### src/rtl/seven_seg_scanner_pkg.sv
// Shared definitions for the seven-segment scanner: FSM states, segment encodings, anode helpers.
// No logic of its own; latency and backpressure do not apply.
package seven_seg_scanner_pkg;

    typedef enum logic [1:0] {
        ST_LOAD,
        ST_DISPLAY,
        ST_BLANK
    } state_t;

    localparam int MAX_DIGITS = 8;

    localparam logic [6:0] SEG_OFF = 7'h7F;
    localparam logic [MAX_DIGITS-1:0] ANODES_OFF = '1;

    // Active-low {g..a} patterns for hex digits 0..F.
    localparam logic [6:0] SEG_LUT [16] = '{
        7'h40, 7'h79, 7'h24, 7'h30, 7'h19, 7'h12, 7'h02, 7'h78,
        7'h00, 7'h10, 7'h08, 7'h03, 7'h46, 7'h21, 7'h06, 7'h0E
    };

    function automatic logic [MAX_DIGITS-1:0] anode_on(input logic [2:0] idx);
        return ~(MAX_DIGITS'(1) << idx);
    endfunction

endpackage

### src/rtl/seven_seg_scanner_if.sv
// Register sources, frame controls and display pins of the seven-segment scanner.
// Pure wiring; the pins are registered inside the scanner, no backpressure.
interface seven_seg_scanner_if #(
    parameter int NUM_DIGITS = 4,
    parameter int DATA_W     = 32
);
    logic [DATA_W-1:0]     R0;
    logic [DATA_W-1:0]     R1;
    logic                  src_sel;
    logic [2:0]            page;
    logic                  lz_en;
    logic [NUM_DIGITS-1:0] dp_mask;
    logic [6:0]            seg;
    logic                  dp;
    logic [NUM_DIGITS-1:0] an;
    logic                  frame_done;

    modport master (
        output R0, R1, src_sel, page, lz_en, dp_mask,
        input  seg, dp, an, frame_done
    );

    modport slave (
        input  R0, R1, src_sel, page, lz_en, dp_mask,
        output seg, dp, an, frame_done
    );
endinterface

### src/rtl/seven_seg_scanner_hex_to_seg.sv
// Hex nibble to active-low seven-segment pattern {g..a}.
// Purely combinational, zero latency, no backpressure.
module seven_seg_scanner_hex_to_seg
    import seven_seg_scanner_pkg::*;
(
    input  logic [3:0] nibble,
    output logic [6:0] seg
);
    assign seg = SEG_LUT[nibble];
endmodule

### src/rtl/seven_seg_scanner.sv
// Multiplexed seven-segment scanner with per-frame snapshot, blanking and leading-zero suppression.
// Pins lag the scan state by one clk; free-running with no backpressure.
module seven_seg_scanner
    import seven_seg_scanner_pkg::*;
#(
    parameter int NUM_DIGITS   = 4,
    parameter int DATA_W       = 32,
    parameter int DIGIT_CYCLES = 65536,
    parameter int BLANK_CYCLES = 256
) (
    input logic              clk,
    input logic              reset,
    seven_seg_scanner_if.slave bus
);
    localparam int SNAP_W  = 4 * NUM_DIGITS;
    localparam int CNT_MAX = (DIGIT_CYCLES > BLANK_CYCLES) ? DIGIT_CYCLES : BLANK_CYCLES;
    localparam int CW      = $clog2(CNT_MAX + 1);
    localparam int IW      = (NUM_DIGITS > 1) ? $clog2(NUM_DIGITS) : 1;

    localparam logic [CW-1:0] D_LAST = CW'(DIGIT_CYCLES - 1);
    localparam logic [CW-1:0] B_LAST = (BLANK_CYCLES > 0) ? CW'(BLANK_CYCLES - 1) : '0;
    localparam logic [IW-1:0] I_LAST = IW'(NUM_DIGITS - 1);

    state_t                state;
    logic [IW-1:0]         idx;
    logic [CW-1:0]         cnt;
    logic [SNAP_W-1:0]     snap;
    logic                  lz_s;
    logic [NUM_DIGITS-1:0] dp_s;

    logic [DATA_W-1:0]     src;
    logic [SNAP_W-1:0]     window;
    logic [3:0]            nib;
    logic [6:0]            seg_dec;
    logic                  tail_zero;
    logic                  dp_bit;
    logic                  dark;
    logic                  digit_end;
    logic [NUM_DIGITS-1:0] an_on;

    // Nibbles past the end of the source shift in as zero, so out-of-range pages read 0.
    always_comb begin
        src    = bus.src_sel ? bus.R1 : bus.R0;
        window = '0;
        for (int k = 0; k < NUM_DIGITS; k++) begin
            window[4*k +: 4] = 4'(src >> (4 * (int'(bus.page) * NUM_DIGITS + k)));
        end
        nib       = 4'(snap >> {idx, 2'b00});
        tail_zero = ((snap >> {idx, 2'b00}) == '0);
        dp_bit    = 1'(dp_s >> idx);
        dark      = lz_s && (idx != '0) && tail_zero && !dp_bit;
        an_on     = NUM_DIGITS'(anode_on(3'(idx)));
        digit_end = ((state == ST_DISPLAY) && (cnt == D_LAST) && (BLANK_CYCLES == 0)) ||
                    ((state == ST_BLANK) && (cnt == B_LAST));
    end

    seven_seg_scanner_hex_to_seg u_hex_to_seg (
        .nibble (nib),
        .seg    (seg_dec)
    );

    always_ff @(posedge clk) begin
        if (!reset) begin
            state          <= ST_LOAD;
            idx            <= '0;
            cnt            <= '0;
            snap           <= '0;
            lz_s           <= 1'b0;
            dp_s           <= '0;
            bus.an         <= NUM_DIGITS'(ANODES_OFF);
            bus.seg        <= SEG_OFF;
            bus.dp         <= 1'b1;
            bus.frame_done <= 1'b0;
        end else begin
            bus.frame_done <= 1'b0;
            bus.an         <= NUM_DIGITS'(ANODES_OFF);
            bus.seg        <= SEG_OFF;
            bus.dp         <= 1'b1;

            case (state)
                ST_LOAD: begin
                    snap           <= window;
                    lz_s           <= bus.lz_en;
                    dp_s           <= bus.dp_mask;
                    bus.frame_done <= 1'b1;
                    idx            <= '0;
                    cnt            <= '0;
                    state          <= ST_DISPLAY;
                end
                ST_DISPLAY: begin
                    // Suppressed digits stay dark but keep their slot so the scan period is fixed.
                    if (!dark) begin
                        bus.an  <= an_on;
                        bus.seg <= seg_dec;
                        bus.dp  <= ~dp_bit;
                    end
                    if (cnt == D_LAST) begin
                        cnt <= '0;
                        if (BLANK_CYCLES > 0) state <= ST_BLANK;
                    end else begin
                        cnt <= cnt + 1'b1;
                    end
                end
                ST_BLANK: begin
                    if (cnt == B_LAST) cnt <= '0;
                    else               cnt <= cnt + 1'b1;
                end
                default: state <= ST_LOAD;
            endcase

            // Frame wrap re-snapshots everything so a frame is never torn by mid-scan input changes.
            if (digit_end) begin
                state <= ST_DISPLAY;
                if (idx == I_LAST) begin
                    idx            <= '0;
                    snap           <= window;
                    lz_s           <= bus.lz_en;
                    dp_s           <= bus.dp_mask;
                    bus.frame_done <= 1'b1;
                end else begin
                    idx <= idx + 1'b1;
                end
            end
        end
    end
endmodule

### src/flat_wrapper.sv
// flat-port wrapper written by rule: the top's interface ports become plain ports
module seven_seg_scanner_flat import seven_seg_scanner_pkg::*;
#(
    parameter int NUM_DIGITS   = 4,
    parameter int DATA_W       = 32,
    parameter int DIGIT_CYCLES = 65536,
    parameter int BLANK_CYCLES = 256
)
  (clk, reset, bus_R0, bus_R1, bus_src_sel, bus_page, bus_lz_en, bus_dp_mask, bus_seg, bus_dp, bus_an, bus_frame_done);
  seven_seg_scanner_if #(.NUM_DIGITS(NUM_DIGITS), .DATA_W(DATA_W)) bus_i ();
  input logic clk;
  input logic reset;
  input wire logic [$bits(bus_i.R0)-1:0] bus_R0;
  input wire logic [$bits(bus_i.R1)-1:0] bus_R1;
  input wire logic [$bits(bus_i.src_sel)-1:0] bus_src_sel;
  input wire logic [$bits(bus_i.page)-1:0] bus_page;
  input wire logic [$bits(bus_i.lz_en)-1:0] bus_lz_en;
  input wire logic [$bits(bus_i.dp_mask)-1:0] bus_dp_mask;
  output wire logic [$bits(bus_i.seg)-1:0] bus_seg;
  output wire logic [$bits(bus_i.dp)-1:0] bus_dp;
  output wire logic [$bits(bus_i.an)-1:0] bus_an;
  output wire logic [$bits(bus_i.frame_done)-1:0] bus_frame_done;
  assign bus_i.R0 = bus_R0;
  assign bus_i.R1 = bus_R1;
  assign bus_i.src_sel = bus_src_sel;
  assign bus_i.page = bus_page;
  assign bus_i.lz_en = bus_lz_en;
  assign bus_i.dp_mask = bus_dp_mask;
  assign bus_seg = bus_i.seg;
  assign bus_dp = bus_i.dp;
  assign bus_an = bus_i.an;
  assign bus_frame_done = bus_i.frame_done;
  seven_seg_scanner #(.NUM_DIGITS(NUM_DIGITS), .DATA_W(DATA_W), .DIGIT_CYCLES(DIGIT_CYCLES), .BLANK_CYCLES(BLANK_CYCLES)) u_core (.clk(clk), .reset(reset), .bus(bus_i));
endmodule
### config.mk
export PLATFORM = sky130hd
export DESIGN_NAME = seven_seg_scanner_flat
export DESIGN_NICKNAME = d
export VERILOG_FILES = /design/src/rtl/seven_seg_scanner_pkg.sv /design/src/rtl/seven_seg_scanner_if.sv /design/src/rtl/seven_seg_scanner_hex_to_seg.sv /design/src/rtl/seven_seg_scanner.sv /design/src/flat_wrapper.sv
export SDC_FILE = /design/constraint.sdc
export NUM_CORES = 1
export LEC_CHECK = 0
export BUFFER_PORTS_ARGS = -buffer_cell sky130_fd_sc_hd__buf_2
export CAP_MARGIN = 20
export CORE_ASPECT_RATIO = 1.4
export CORE_UTILIZATION = 53
export CTS_CLUSTER_DIAMETER = 40
export DETAILED_ROUTE_END_ITERATION = 6
export PLACE_DENSITY = 0.85
export SYNTH_ARGS = -nofsm -noshare
export SYNTH_HDL_FRONTEND = slang
export SYNTH_SLANG_ARGS = --single-unit
### constraint.sdc
create_clock -name clk -period 3.3 [get_ports clk]
set_clock_uncertainty 0.15 [all_clocks]
set_input_delay 0.825 -clock clk [delete_from_list [all_inputs] [get_ports clk]]
set_output_delay 0.825 -clock clk [all_outputs]
set_load 0.02 [all_outputs]
== Yosys cells after proc, flatten, opt, wreduce, memory -nomap -nowiden ==
Memory sizes are Yosys's and may differ from the RTL's. A register that Yosys moved wholly into a read port is not among the register bits.
Index checks and enable logic that the tools add are counted.

* Register bits after elaboration: 48
* ROM bits: 112
* Memories kept: 1
* Input port bits: 75
* Logic and storage cells: 73
* Output and inout bits: 13

* Reductions and logical operators: 14
* Add/subtract/negate cells: 5
* Shift-type cells: 7
* Eq/ne operators: 8
* Mux-type cells: 22
* Bitwise operators: 6

{| class="wikitable"
|+ Memories
! name !! words !! width !! read ports !! clocked after Yosys merged registers in !! wr ports !! line !! text
|-
| (name not given) || 16 || 7 || 1 || 1 || 0 || seven_seg_scanner_hex_to_seg.sv:9 || <nowiki>assign seg = SEG_LUT[nibble];</nowiki>
|}

{| class="wikitable"
|+ Operators with widths
! cell !! count
|-
| $shr 32x32->4 || 3
|-
| $pmux 17 s3 || 1
|-
| $mux 16 || 3
|-
| $mux 17 || 2
|-
| $mux 32 || 1
|-
| $shr 32x7->4 || 1
|-
| $add 17x1->17 const B || 1
|-
| $eq 17x16->1 const B || 1
|-
| $eq 17x8->1 const B || 1
|-
| $logic_not 16->1 || 1
|-
| $shr 16x4->16 || 1
|-
| $add 5x2->6 const B || 2
|-
| $mux 4 || 3
|-
| $mux 2 || 4
|-
| $mux 1 || 7
|-
| $add 5x1->6 const B || 1
|-
| $pmux 2 s3 || 1
|-
| $not 4->5 || 1
|-
| $eq 2x2->1 const B || 2
|-
| $logic_and 1x1->1 || 4
|-
| $not 1->1 || 4
|-
| $not 4->4 || 1
|-
| $reduce_and 2->1 || 2
|-
| $reduce_bool 2->1 || 2
|-
| other kinds (12) || 12
|}

== Logic depth before layout (Yosys ltp) ==
Gate-level depths: netlist of the first run.

* Word-level depth: 5
* Depth in mapped cells: 12
* Gate-level depth less buffers: 11

== Cells and area by module ==
From an unflattened synthesis of the first run, not the netlist that was laid out.

* Cells, all modules: 366
* Area total of the unflattened synthesis: 3363.2 um2

{| class="wikitable"
|+ By module, submodules not included
! module !! sequential area each (um2) !! instances !! cells each !! area each (um2)
|-
| seven_seg_scanner || 1101.1 || 1 || 331 || 3115.5
|-
| seven_seg_scanner_hex_to_seg || 0.0 || 1 || 35 || 247.7
|}

== Least setup slack after synthesis of the first run ==
No wires, ideal clock.

* Kind: register -> register
* From: register u_core.idx[0]
* To: register u_core.bus.seg[4]
* Arrival time: 2294 ps
* Clock period less this slack: 2523 ps
* Required time: 3070 ps
* Stages on the path, launching flop included: 11
* Path buffers: 2
* Setup time: 80 ps
* Setup slack: 777 ps
* Cells stage by stage: dfxtp_1 buf_6 mux4_1 inv_1 ha_1 nand2_1 nor4_1 o21ai_0 o311a_1 buf_6 o221ai_2

* Cells in the longest elaborated chain, start to end: 5
* Elaborated cells on any way between the ends: 10
* Those cells by class: shift (2); bitwise (1); reduce/logical (7)

{| class="wikitable"
|+ RTL lines
! element !! line !! text
|-
| start: declaration || seven_seg_scanner.sv:25 || <nowiki>logic [IW-1:0] idx;</nowiki>
|-
| start signal: assignment || seven_seg_scanner.sv:121 || <nowiki>idx <= idx + 1'b1;</nowiki>
|-
| $shr 16x4->16 or $reduce_bool 2->1 (tied branches) || seven_seg_scanner.sv:48, seven_seg_scanner.sv:51 ||
|-
| $logic_not 16->1 or $logic_and 1x1->1 (tied branches) || seven_seg_scanner.sv:49, seven_seg_scanner.sv:51 ||
|-
| $logic_and 1x1->1 (2 in a row) || seven_seg_scanner.sv:51 || <nowiki>dark = lz_s && (idx != '0) && tail_zero && !dp_bit;</nowiki>
|-
| $reduce_or 3->1 (no line) || - ||
|-
| end signal: assignment || seven_seg_scanner.sv:94 || <nowiki>bus.seg <= seg_dec;</nowiki>
|-
| end: declaration || seven_seg_scanner_if.sv:25 || <nowiki>output seg, dp, an, frame_done</nowiki>
|}

Several ways; a longest one is shown, not always the timed one.
A chain may end at the register's enable or synchronous reset.

== Worst setup path in the final report of the first run ==
* From: register u_core.idx[0]
* To: register u_core.bus.seg[2]

The elaborated chain is that of the path after synthesis.

==> implementation parameters, run 1 <==
Parameter                              Value

Outcome
  Outcome    finished clean

Pwr
  NetSw    approximately 0.00035 W
  Switching fraction of total power    about a quarter
  Largest voltage drop on the vdd net    0.162 mV
  Register share of total power    between 50% and 60%
  Leakage power total    between 1.5 and 2 nW
  Internal Dissipation    around 0.0010 W
  Clock group share of total power    about a third
  Power per Cell Area    369 nW/um^2
  Final Power    roughly 0.0014 W
  Comb power frac    16.9%

Placement
  Global placer's final weighted congestion    around 0.9
  Number of buffers inserted by port buffering    between 80 and 90
  Placement Setup Slack    0.569 ns
  Instance area after placement    3680 sq um
  Detailed-placement wirelength estimate    between 5000 and 6000 um

Timing
  Slew margin rel.    a little under 40%
  F_max    roughly 0.36 GHz
  Pin slew with the least headroom to its limit    between 0.9 and 1 ns
  Number of endpoints with negative hold slack in the final report    0
  RSZ-0062 raised after global routing    no
  Worst hold slack    between 0.3 and 0.4 ns
  Setup TNS Final    0 ns
  Final slew viol count    0
  Final min period    between 2 and 3 ns
  Period utilization    84.3%
  Final worst-path setup slack    around 0.52 ns
  Endpoints failing setup    0

Yosys
  Most repeated cell in the gate-level netlist after synthesis    dfxtp_1
  Number of library cell types mapped by synthesis    50
  Area of the mapped netlist    around 3200 sq um
  Post-synthesis net count    around 440
  Mean instance size in the synthesized netlist    ~9.4 sq um
  Number of standard cells after synthesis    346
  Register bit total from synthesis    55
  Cell type with the highest aggregate area in the netlist    dfxtp_1
  Dominant cells by area after synthesis    dfxtp_1, mux4_2, nand3_1
  Number of enable-type register cells in the synthesized netlist    0
  Area fraction of the dominant cell type after synthesis    around a third
  Synth warnings    0
  Top flip-flop cell by instance count after synthesis    dfxtp_1
  Portion of the post-synthesis area used by sequential elements    roughly a third
  Async set-or-reset flop fraction in the synthesized netlist    0%
  List of most frequent post-synthesis cells    dfxtp_1, nand3_1, o21ai_1

Die
  Die outline height    between 90 and 100 um
  Starting utilization of the core area    between 50 and 60%
  Die area    around 6400 sq um
  Die extent in x    between 60 and 70 um
  Number of top-level design ports    a little under 90
  Number of placement rows    33
  Std-Cell Core Area    roughly 5900 sq um

Clock tree
  Maximum level of the CTS H-tree    2
  Number of sinks driven by the clock tree    55
  Clk Tree Root Cell    clkbuf_8
  Cts bufs inserted    5
  Hold_buf cts    0
  Reg clk slew, reported paths    roughly 0.10 ns
  Clock latency reported for the late side of the worst-skew pair    0.31 ns
  Post-CTS resize count    0
  Clock tree from TritonCTS    done
  Buffer count from post-CTS setup fixing    0
  Clk buf depth    2

Critical path
  Critical path origin    u_core.idx[0]$_SDFFE_PN0P_
  Delay of the slowest cell on the worst path    approximately 0.69 ns
  WS Path Type    reg2reg
  List of cells traversed by the critical path    mux4_1 -> inv_1 -> ha_1 -> nand2_1 -> nor4_1 -> o21ai_0 -> o311a_1 -> o221ai_1
  Required time worst endpoint    3.37 ns
  Cell with the largest stage delay on the worst path    mux4_1
  Worst path arrival time    2.86 ns
  Worst r2r src    u_core.idx[0]$_SDFFE_PN0P_
  Buffering stage count on the worst path with inverters included    1
  Endpoint type of the worst setup path    register
  Critical path peak fanout    11
  Launching element type of the critical path    register
  Kind of cell adding the most delay to the critical path    compound AO/OA/AOI/OAI gates

Cells and area
  Antenna cells    0
  Area taken by flip-flops and latches    roughly 1100 sq um
  Area delta synth->final    17.1%
  Net count, final    between 500 and 600
  Multi-input gate area    just under 2000 sq um
  Fillers    475
  Fraction of layout instances using a drive strength above 1    31.4%
  Cell area after layout    around 3800 sq um

Global routing
  Initial antenna violation count    0
  Global router's overall resource usage    23.9%
  Vias in the first global route    2,732
  Largest net degree at the start of global routing    between 50 and 60
  GR Overflow Total    0
  Wire length of the first global-routing pass    around 12,000 um

Detailed routing
  Via-to-Cell Ratio    5.87
  Post-DR wirelength/cell    approximately 15 um
  Violation count after the first detailed-route iteration    150
  Vias post-DR    a little under 3,000
  Final routed DRC violation total    0
  Post-detailed-routing wire length    a little over 7000 um
  First-pass iteration count of the detailed router    4
  DRT antenna net count    0

Min path
  Min-Delay Path Class    reg2reg
  Hold Crit Start    u_core.snap[1]$_SDFF_PN0_

Job
  Max-Cap Viols    0
-- cell type report --
class	instances	area share (%)
Clock inverter	2	0.923
Tap cell	70	2.31
Timing Repair Buffer	92	12.5
Multi-Input combinational cell	254	51.7
Clock buffer	6	2.18
Sequential cell	55	29.0
Inverter	14	1.38
-- power by group through the flow --
stage	clock network (W)	registers, W	logic, W
2_1_floorplan	0	0.000728	0.000154
3_3_place_gp	0	0.000719	0.000229
3_5_place_dp	0	0.000720	0.000236
4_1_cts	0.000465	0.000705	0.000237
5_1_grt	0.000487	0.000708	0.000262
6_report	0.000459	0.000705	0.000236
-- logic make-up (layout without fill, tap and decap cells) --
logic type               after synthesis  in the layout  synth area share (%)
AO/OA/AOI/OAI                         80             80                  16.9
adder cells (fa/ha/maj)               16             16                  6.17
buffers and inverters                 37            114                  5.48
flip-flops                            55             55                  34.0
multiplexers                          23             23                  15.7
AND/OR/NAND/NOR                      135            135                  21.9
-- registers in the layout (all words and copies together) (netlist names) --
register               flops
u_core.bus.an              4
u_core.bus.dp              1
u_core.bus.frame_done      1
u_core.bus.seg             7
u_core.cnt                17
u_core.dp_s                4
u_core.idx                 2
u_core.lz_s                1
u_core.snap               16
u_core.state               2
-- worst reg2reg max path, cell delays in order (launching register included) --
cell and delay (ns):
dfxtp_1 0.41, mux4_1 0.69, inv_1 0.17, ha_1 0.27, nand2_1 0.07, nor4_1 0.14, o21ai_0 0.12, o311a_1 0.52
o221ai_1 0.17
-- layer usage --
metal  vias to the layer above  part of all wire [%]  track usage (%)  wire length (um)
met2                       100                    52             43.1              3710
met1                      1328                    40             26.0              2850
li1                       1442                     -                -                 -
met4                         0                   3.5             12.3               248
met5                         -                     0                0                 0
met3                        24                   5.1             3.74               366
-- cell usage in the layout (no fill, tap or decap), types with 4 or more instances in the layout --
cell      instances
nor4_1            5
nor3_1            5
nor2_1           12
nand2_2           4
ha_1             16
dfxtp_1          55
o21ai_1          30
nand2_1          24
o21ai_0          11
buf_2            87
and3_1            6
mux4_2           17
o211ai_2          4
inv_1            14
nor2b_1           8
a22o_1           11
mux4_1            4
buf_4             5
clkbuf_8          6
nand3_1          49
-- final timing paths --
| path | end | slack [ns] | cells past startpoint |
|---|---|---|---|
| hold reg to reg | u_core.snap[1]$_SDFF_PN0_ | 0.32 | 2 |
| hold / removal | u_core.snap[1]$_SDFF_PN0_ | 0.32 | 2 |
| setup / recovery | u_core.bus.seg[2]$_SDFF_PP1_ | 0.52 | 8 |
| setup reg to reg | u_core.bus.seg[2]$_SDFF_PP1_ | 0.52 | 8 |
-- stage by stage --
step | cells | utilization [%]
after floorplan | 346 | -
after global placement | 485 | 62.7
after global routing | 493 | 64.7
after CTS | 493 | 64.7
final | 493 | 64.7
after detailed placement | 485 | 62.7
(Power assumes the default switching activity.)
==> run 2, diff against run 1 <==
Settings changed: CORE_UTILIZATION 53 to 48, PLACE_DENSITY 0.85 to 0.81.
Clock period 3.3 ns to 2.55 ns, I/O delays scaled along.
==> run 2 against run 1 <==
Sequential share of layout area decreased by 0.60 points. Die area increased by 10%. Largest power group unchanged. First-iteration DRC count decreased by 13%. Highest routed layer unchanged. Final cell count increased by 2.2%.
==> implementation parameters, run 2 (synthesized netlist as in run 1, its figures left out) <==
Parameter                              Value

Global routing
  Wire length of the first global-routing pass    12,000 um (+2.2%)
  Initial antenna violation count    0 (unchanged)
  GR Overflow Total    0 (unchanged)
  Grt peak-use layer    met2
  Met2 Resource Use GR    38.8% (-4.3 points)
  Global routing met1 resource utilization    24.1% (-1.9 points)
  GR met3 Demand/Resource    3.14% (-0.60 points)
  Largest net degree at the start of global routing    44 (-25%)
  Global router's overall resource usage    20.9% (-3.0 points)
  Vias in the first global route    2,811 (+2.9%)

Critical path
  Critical path peak fanout    5 (-6)
  WS Path Type    reg2reg
  Required time worst endpoint    2.64 ns (-0.73 ns)
  Worst r2r path cells    8 (unchanged)
  Endpoint type of the worst setup path    register
  Launching element type of the critical path    register
  Worst path arrival time    2.58 ns (-0.28 ns)

Detailed routing
  Post-DR wirelength/cell    14.5 um (-0.49%)
  First-pass iteration count of the detailed router    4 (unchanged)
  Violation count after the first detailed-route iteration    131 (-13%)
  Via-to-Cell Ratio    5.83 (-0.73%)
  DRT antenna net count    0 (unchanged)
  Post-detailed-routing wire length    7300 um (+1.7%)
  Final routed DRC violation total    0 (unchanged)
  Vias post-DR    2,937 (+1.5%)

Timing
  Slew margin rel.    56.8% (+18 points)
  Final min period    2.49 ns (-0.294 ns)
  Setup TNS Final    0 ns (unchanged)
  Period utilization    97.6% (+13 points)
  Pin slew with the least headroom to its limit    0.643 ns (-0.277 ns)
  RSZ-0062 raised after global routing    yes
  Final slew viol count    0 (unchanged)
  Final worst-path setup slack    0.0610 ns (-0.456 ns)
  Endpoints failing setup    0 (unchanged)
  Number of endpoints with negative hold slack in the final report    0 (unchanged)
  Worst hold slack    0.312 ns (-0.00868 ns)
  F_max    0.402 GHz (+12%)

Cells and area
  Registers with the highest flip-flop counts    u_core.cnt x17, u_core.snap x16, u_core.bus.seg x7
  Commonest non-fill, non-tap cell in the layout    buf_2
  Commonest non-fill, non-tap cells in the layout    buf_2, dfxtp_1, nand3_1
  Most flops, register    u_core.cnt
  Cell area after layout    3900 sq um (+2.7%)
  Area delta synth->final    20.2%
  Net count, final    521 (+1.6%)
  Number of flip-flops under the largest register name    17 (unchanged)
  Antenna cells    0 (unchanged)
  Fraction of the core area covered by cells at the end of the flow    59.4% (-5.4 points)
  Fraction of layout instances using a drive strength above 1    35.3% (+3.9 points)

Min path
  Min-Delay Path Class    reg2reg
  Hold depth    2 (unchanged)

Clock tree
  Clock tree from TritonCTS    done
  Clk Tree Root Cell    clkbuf_8
  Number of sinks driven by the clock tree    55 (unchanged)
  Reg clk slew, reported paths    0.09 ns (about the same)
  Clk buf depth    2 (unchanged)
  Maximum level of the CTS H-tree    2 (unchanged)
  Cts bufs inserted    5 (unchanged)
  Clock latency reported for the late side of the worst-skew pair    0.30 ns (about the same)

Pwr
  Comb power frac    18.1% (+1.2 points)
  Internal Dissipation    0.00133 W (+27%)
  Register share of total power    50.9% (+0.5 points)
  NetSw    0.000455 W (+29%)
  Power per Cell Area    458 nW/um^2 (+24%)
  Largest voltage drop on the vdd net    0.242 mV (+49%)
  Switching fraction of total power    25.5% (+0.27 points)
  Clock group share of total power    31.0% (-1.8 points)
  Leakage power total    1.57 nW (+1.3%)

Die
  Die extent in x    71.5 um (+4.9%)
  Std-Cell Core Area    6570 sq um (+12%)
  Number of placement rows    35 (+6.1%)
  Number of top-level design ports    88 (unchanged)
  Starting utilization of the core area    49.4% (-5.9 points)
  Die outline height    99.3 um (+5.0%)
  Die area    7090 sq um (+10%)

Outcome
  Outcome    finished clean

Placement
  Placement Setup Slack    -0.146 ns (-0.715 ns)
  Instance area after placement    3740 sq um (+1.6%)
  Detailed-placement wirelength estimate    5630 um (about the same)
  Global placer's final weighted congestion    0.856 (-2.3%)
  Number of buffers inserted by port buffering    87 (unchanged)

Job
  Max-Cap Viols    0 (unchanged)
[run 2: changes by cell type in the layout (fill, tap and decap cells not counted), sizes merged]
cell / change
clkinvlp: +1
clkbuf: -1
buf: +7
clkinv: -1
o311a: +1
[run 2: power by group through the flow]
stage / registers (W) / logic [W] / clock network [W]
after floorplan: 0.000943 / 0.000199 / 0
after global placement: 0.000930 / 0.000301 / 0
after detailed placement: 0.000931 / 0.000311 / 0
after CTS: 0.000911 / 0.000316 / 0.000570
after global routing: 0.000914 / 0.000357 / 0.000599
final: 0.000910 / 0.000323 / 0.000554
[run 2: path summary, 6_finish.rpt]
| check | start | end | slack (ns) |
|---|---|---|---|
| min | u_core.dp_s[2]$_SDFF_PN0_ | u_core.dp_s[2]$_SDFF_PN0_ | 0.31 |
| max | u_core.idx[0]$_SDFFE_PN0P_ | u_core.bus.seg[0]$_SDFF_PP1_ | 0.06 |
| max reg2reg | u_core.idx[0]$_SDFFE_PN0P_ | u_core.bus.seg[0]$_SDFF_PP1_ | 0.06 |
| min reg2reg | u_core.dp_s[2]$_SDFF_PN0_ | u_core.dp_s[2]$_SDFF_PN0_ | 0.31 |
[run 2: per-layer routing]
layer  share of wire, %  up-vias  wire (um)
met5                  0        -          0
met4                1.7        0        123
met3                5.4       13        397
met2                 53      100       3870
met1                 40     1360       2910
li1                   -     1464          -
[run 2: what timing repair did]
item | 4_1_cts | 5_1_grt
setup endpoints to repair | 23 | 26
gates cloned | 0 | 1
setup buffers | 0 | 0
hold buffers | 0 | 0
gates resized for setup | 4 | 15
pin swaps | 0 | 3
[run 2: critical path, stage by stage (launching register included)]
cell and delay (ns):
dfxtp_2 0.38, mux4_2 0.57, inv_2 0.11, ha_1 0.18, nand2_1 0.06, nor4_1 0.20
o21ai_1 0.19, o311a_2 0.49, o21ai_2 0.08
[run 2: cell type report]
| class | count | area [sq um] |
|---|---|---|
| tap | 74 | 92.6 |
| sequential | 55 | 1110 |
| clock buffer | 5 | 68.8 |
| inverter | 14 | 52.6 |
| multi-input combinational | 255 | 2010 |
| clock inverter | 2 | 37.5 |
| fill | 578 | 2670 |
| timing repair buffer | 99 | 529 |
[run 2: stage by stage]
| step | std cells | total power (W) |
|---|---|---|
| CTS | 503 | 0.00180 |
| global route | 504 | 0.00187 |
| detailed placement | 496 | 0.00124 |
| global placement | 496 | 0.00123 |
| finish | 504 | 0.00179 |
| floorplan | 346 | 0.00114 |
==> run 3, diff against run 2 <==
Settings changed: MAX_ROUTING_LAYER set to met4.
==> run 3 against run 2 <==
Sequential share of layout area is 0.14 points lower. Die area unchanged. Flip-flop and latch count stayed put. Register-to-register slack better by 0.12 ns. Hold slack got worse by 0.0071 ns. Maximum frequency grew 4.9%. Highest routed layer unchanged.
==> implementation parameters, run 3 (synthesized netlist as in run 1, its figures left out) <==
Parameter                              Value

Critical path
  Flop2flop setup slack    0.18 ns (+0.12 ns)
  Launching element type of the critical path    register
  Critical path peak fanout    11 (+6)
  Required time worst endpoint    2.65 ns (about the same)
  WS Path Type    reg2reg
  Worst path arrival time    2.47 ns (-0.11 ns)
  Endpoint type of the worst setup path    register

Timing
  Slew margin rel.    63.9% (+7.2 points)
  RSZ-0062 raised after global routing    yes
  Final slew viol count    0 (unchanged)
  Endpoints failing setup    0 (unchanged)
  Final worst-path setup slack    0.177 ns (+0.116 ns)
  Number of endpoints with negative hold slack in the final report    0 (unchanged)
  F_max    0.421 GHz (+4.9%)
  Worst hold slack    0.305 ns (-0.00714 ns)
  Period utilization    93.1% (-4.5 points)
  Setup TNS Final    0 ns (unchanged)
  Pin slew with the least headroom to its limit    0.536 ns (-0.107 ns)
  Final min period    2.37 ns (-0.116 ns)

Cells and area
  Area taken by flip-flops and latches    1100 sq um (-0.23%)
  Fraction of layout instances using a drive strength above 1    35.3% (about the same)
  Commonest non-fill, non-tap cell in the layout    buf_2
  Multi-input gate area    1990 sq um (-1.0%)
  Fillers    561 (-2.9%)
  Area delta synth->final    20.5%
  Cell area after layout    3910 sq um (+0.26%)
  Net count, final    523 (+0.38%)
  Antenna cells    0 (unchanged)
  Most flops, register    u_core.cnt
  Commonest non-fill, non-tap cells in the layout    buf_2, dfxtp_1, nand3_1
  Number of flip-flops under the largest register name    17 (unchanged)
  Registers with the highest flip-flop counts    u_core.cnt x17, u_core.snap x16, u_core.bus.seg x7

Global routing
  Global router's overall resource usage    21.7% (+0.83 points)
  Vias in the first global route    2,877 (+2.3%)
  Largest net degree at the start of global routing    44 (unchanged)
  Wire length of the first global-routing pass    12,200 um (+1.0%)
  GR Overflow Total    0 (unchanged)
  Initial antenna violation count    0 (unchanged)

Detailed routing
  Final routed DRC violation total    0 (unchanged)
  Post-detailed-routing wire length    7180 um (-1.7%)
  Post-DR wirelength/cell    14.2 um (-2.3%)
  Via-to-Cell Ratio    5.77 (-1.0%)
  DRT antenna net count    0 (unchanged)
  First-pass iteration count of the detailed router    4 (unchanged)
  Violation count after the first detailed-route iteration    117 (-11%)
  Vias post-DR    2,924 (-0.44%)

Die
  Die extent in x    71.5 um (unchanged)
  Number of placement rows    35 (unchanged)
  Number of top-level design ports    88 (unchanged)
  Die area    7090 sq um (unchanged)
  Die outline height    99.3 um (unchanged)
  Starting utilization of the core area    49.4% (unchanged)
  Std-Cell Core Area    6570 sq um (unchanged)

Clock tree
  Cts bufs inserted    5 (unchanged)
  Maximum level of the CTS H-tree    2 (unchanged)
  Clk buf depth    2 (unchanged)
  Clk Tree Root Cell    clkbuf_8
  Clock latency reported for the late side of the worst-skew pair    0.32 ns (+0.02 ns)
  Hold_buf cts    0 (unchanged)
  Number of sinks driven by the clock tree    55 (unchanged)
  Clock tree from TritonCTS    done
  Reg clk slew, reported paths    0.10 ns (about the same)

Placement
  Instance area after placement    3740 sq um (+0.20%)
  Number of buffers inserted by port buffering    87 (unchanged)
  Detailed-placement wirelength estimate    5530 um (-1.7%)
  Placement Setup Slack    -0.109 ns (+0.0375 ns)
  Global placer's final weighted congestion    0.912 (+6.6%)

Pwr
  Largest voltage drop on the vdd net    0.239 mV (-1.2%)
  Power per Cell Area    466 nW/um^2 (+1.7%)
  Final Power    0.00182 W (+2.0%)
  Leakage power total    1.59 nW (+1.6%)

Outcome
  Outcome    finished clean

Job
  Max-Cap Viols    0 (unchanged)

Min path
  Min-Delay Path Class    reg2reg
[run 3: cell count changes in the layout (fill, tap and decap cells not counted), sizes merged]
cell      change
buf           +3
clkinv        +1
clkinvlp      -1
o311a         -1
inv           +1
[run 3: layout make-up]
cell class / count / share of cell area, %
sequential: 55 / 28.3
clock buffer: 5 / 1.76
timing repair buffer: 102 / 14.1
clock inverter: 3 / 1.22
inverter: 14 / 1.34
multi-input combinational: 254 / 50.9
tap: 74 / 2.37
[run 3: through the flow]
stage,instances,utilization [%]
CTS,505,59.0
global placement,497,57.0
detailed placement,497,57.0
finish,507,59.5
global route,507,59.5
floorplan,346,-
[run 3: per-layer routing]
layer	vias up	GRT usage, %	routed length [um]
li1	1461	-	-
met1	1362	24.7	2930
met2	89	38.1	3820
met3	12	3.34	315
met4	0	8.60	112
met5	-	-	0
[run 3: worst paths after layout]
| kind | start | endpoint | depth (start not counted) |
|---|---|---|---|
| worst max register to register | u_core.idx[0]$_SDFFE_PN0P_ | u_core.bus.seg[2]$_SDFF_PP1_ | 8 |
| worst max-delay path | u_core.idx[0]$_SDFFE_PN0P_ | u_core.bus.seg[2]$_SDFF_PP1_ | 8 |
| worst min register to register | u_core.dp_s[1]$_SDFF_PN0_ | u_core.dp_s[1]$_SDFF_PN0_ | 2 |
| worst min-delay path | u_core.dp_s[1]$_SDFF_PN0_ | u_core.dp_s[1]$_SDFF_PN0_ | 2 |
[run 3: what timing repair did]
| action | in CTS | in global routing |
|---|---|---|
| gates cloned | 0 | 0 |
| resized for setup | 4 | 9 |
| endpoints found under the setup margin | 23 | 25 |
| buffers inserted | 0 | 2 |
| endpoints found under the hold margin | 0 | 0 |
| pin swaps | 0 | 2 |
[run 3: worst max-delay path: stages, from the launching register on]
cell and delay, ns:
dfxtp_2 0.39, mux4_1 0.59, inv_1 0.14, ha_1 0.21, nand2_1 0.08, nor4_2 0.12
o21ai_1 0.11, o311a_4 0.41, o221ai_1 0.10
[run 3: report_power, final]
part / switching, W / leakage [nW] / internal, W
clock network: 0.000298 / 0.0587 / 0.000298
registers: 0.0000179 / 0.449 / 0.000893
logic: 0.000164 / 1.08 / 0.000151
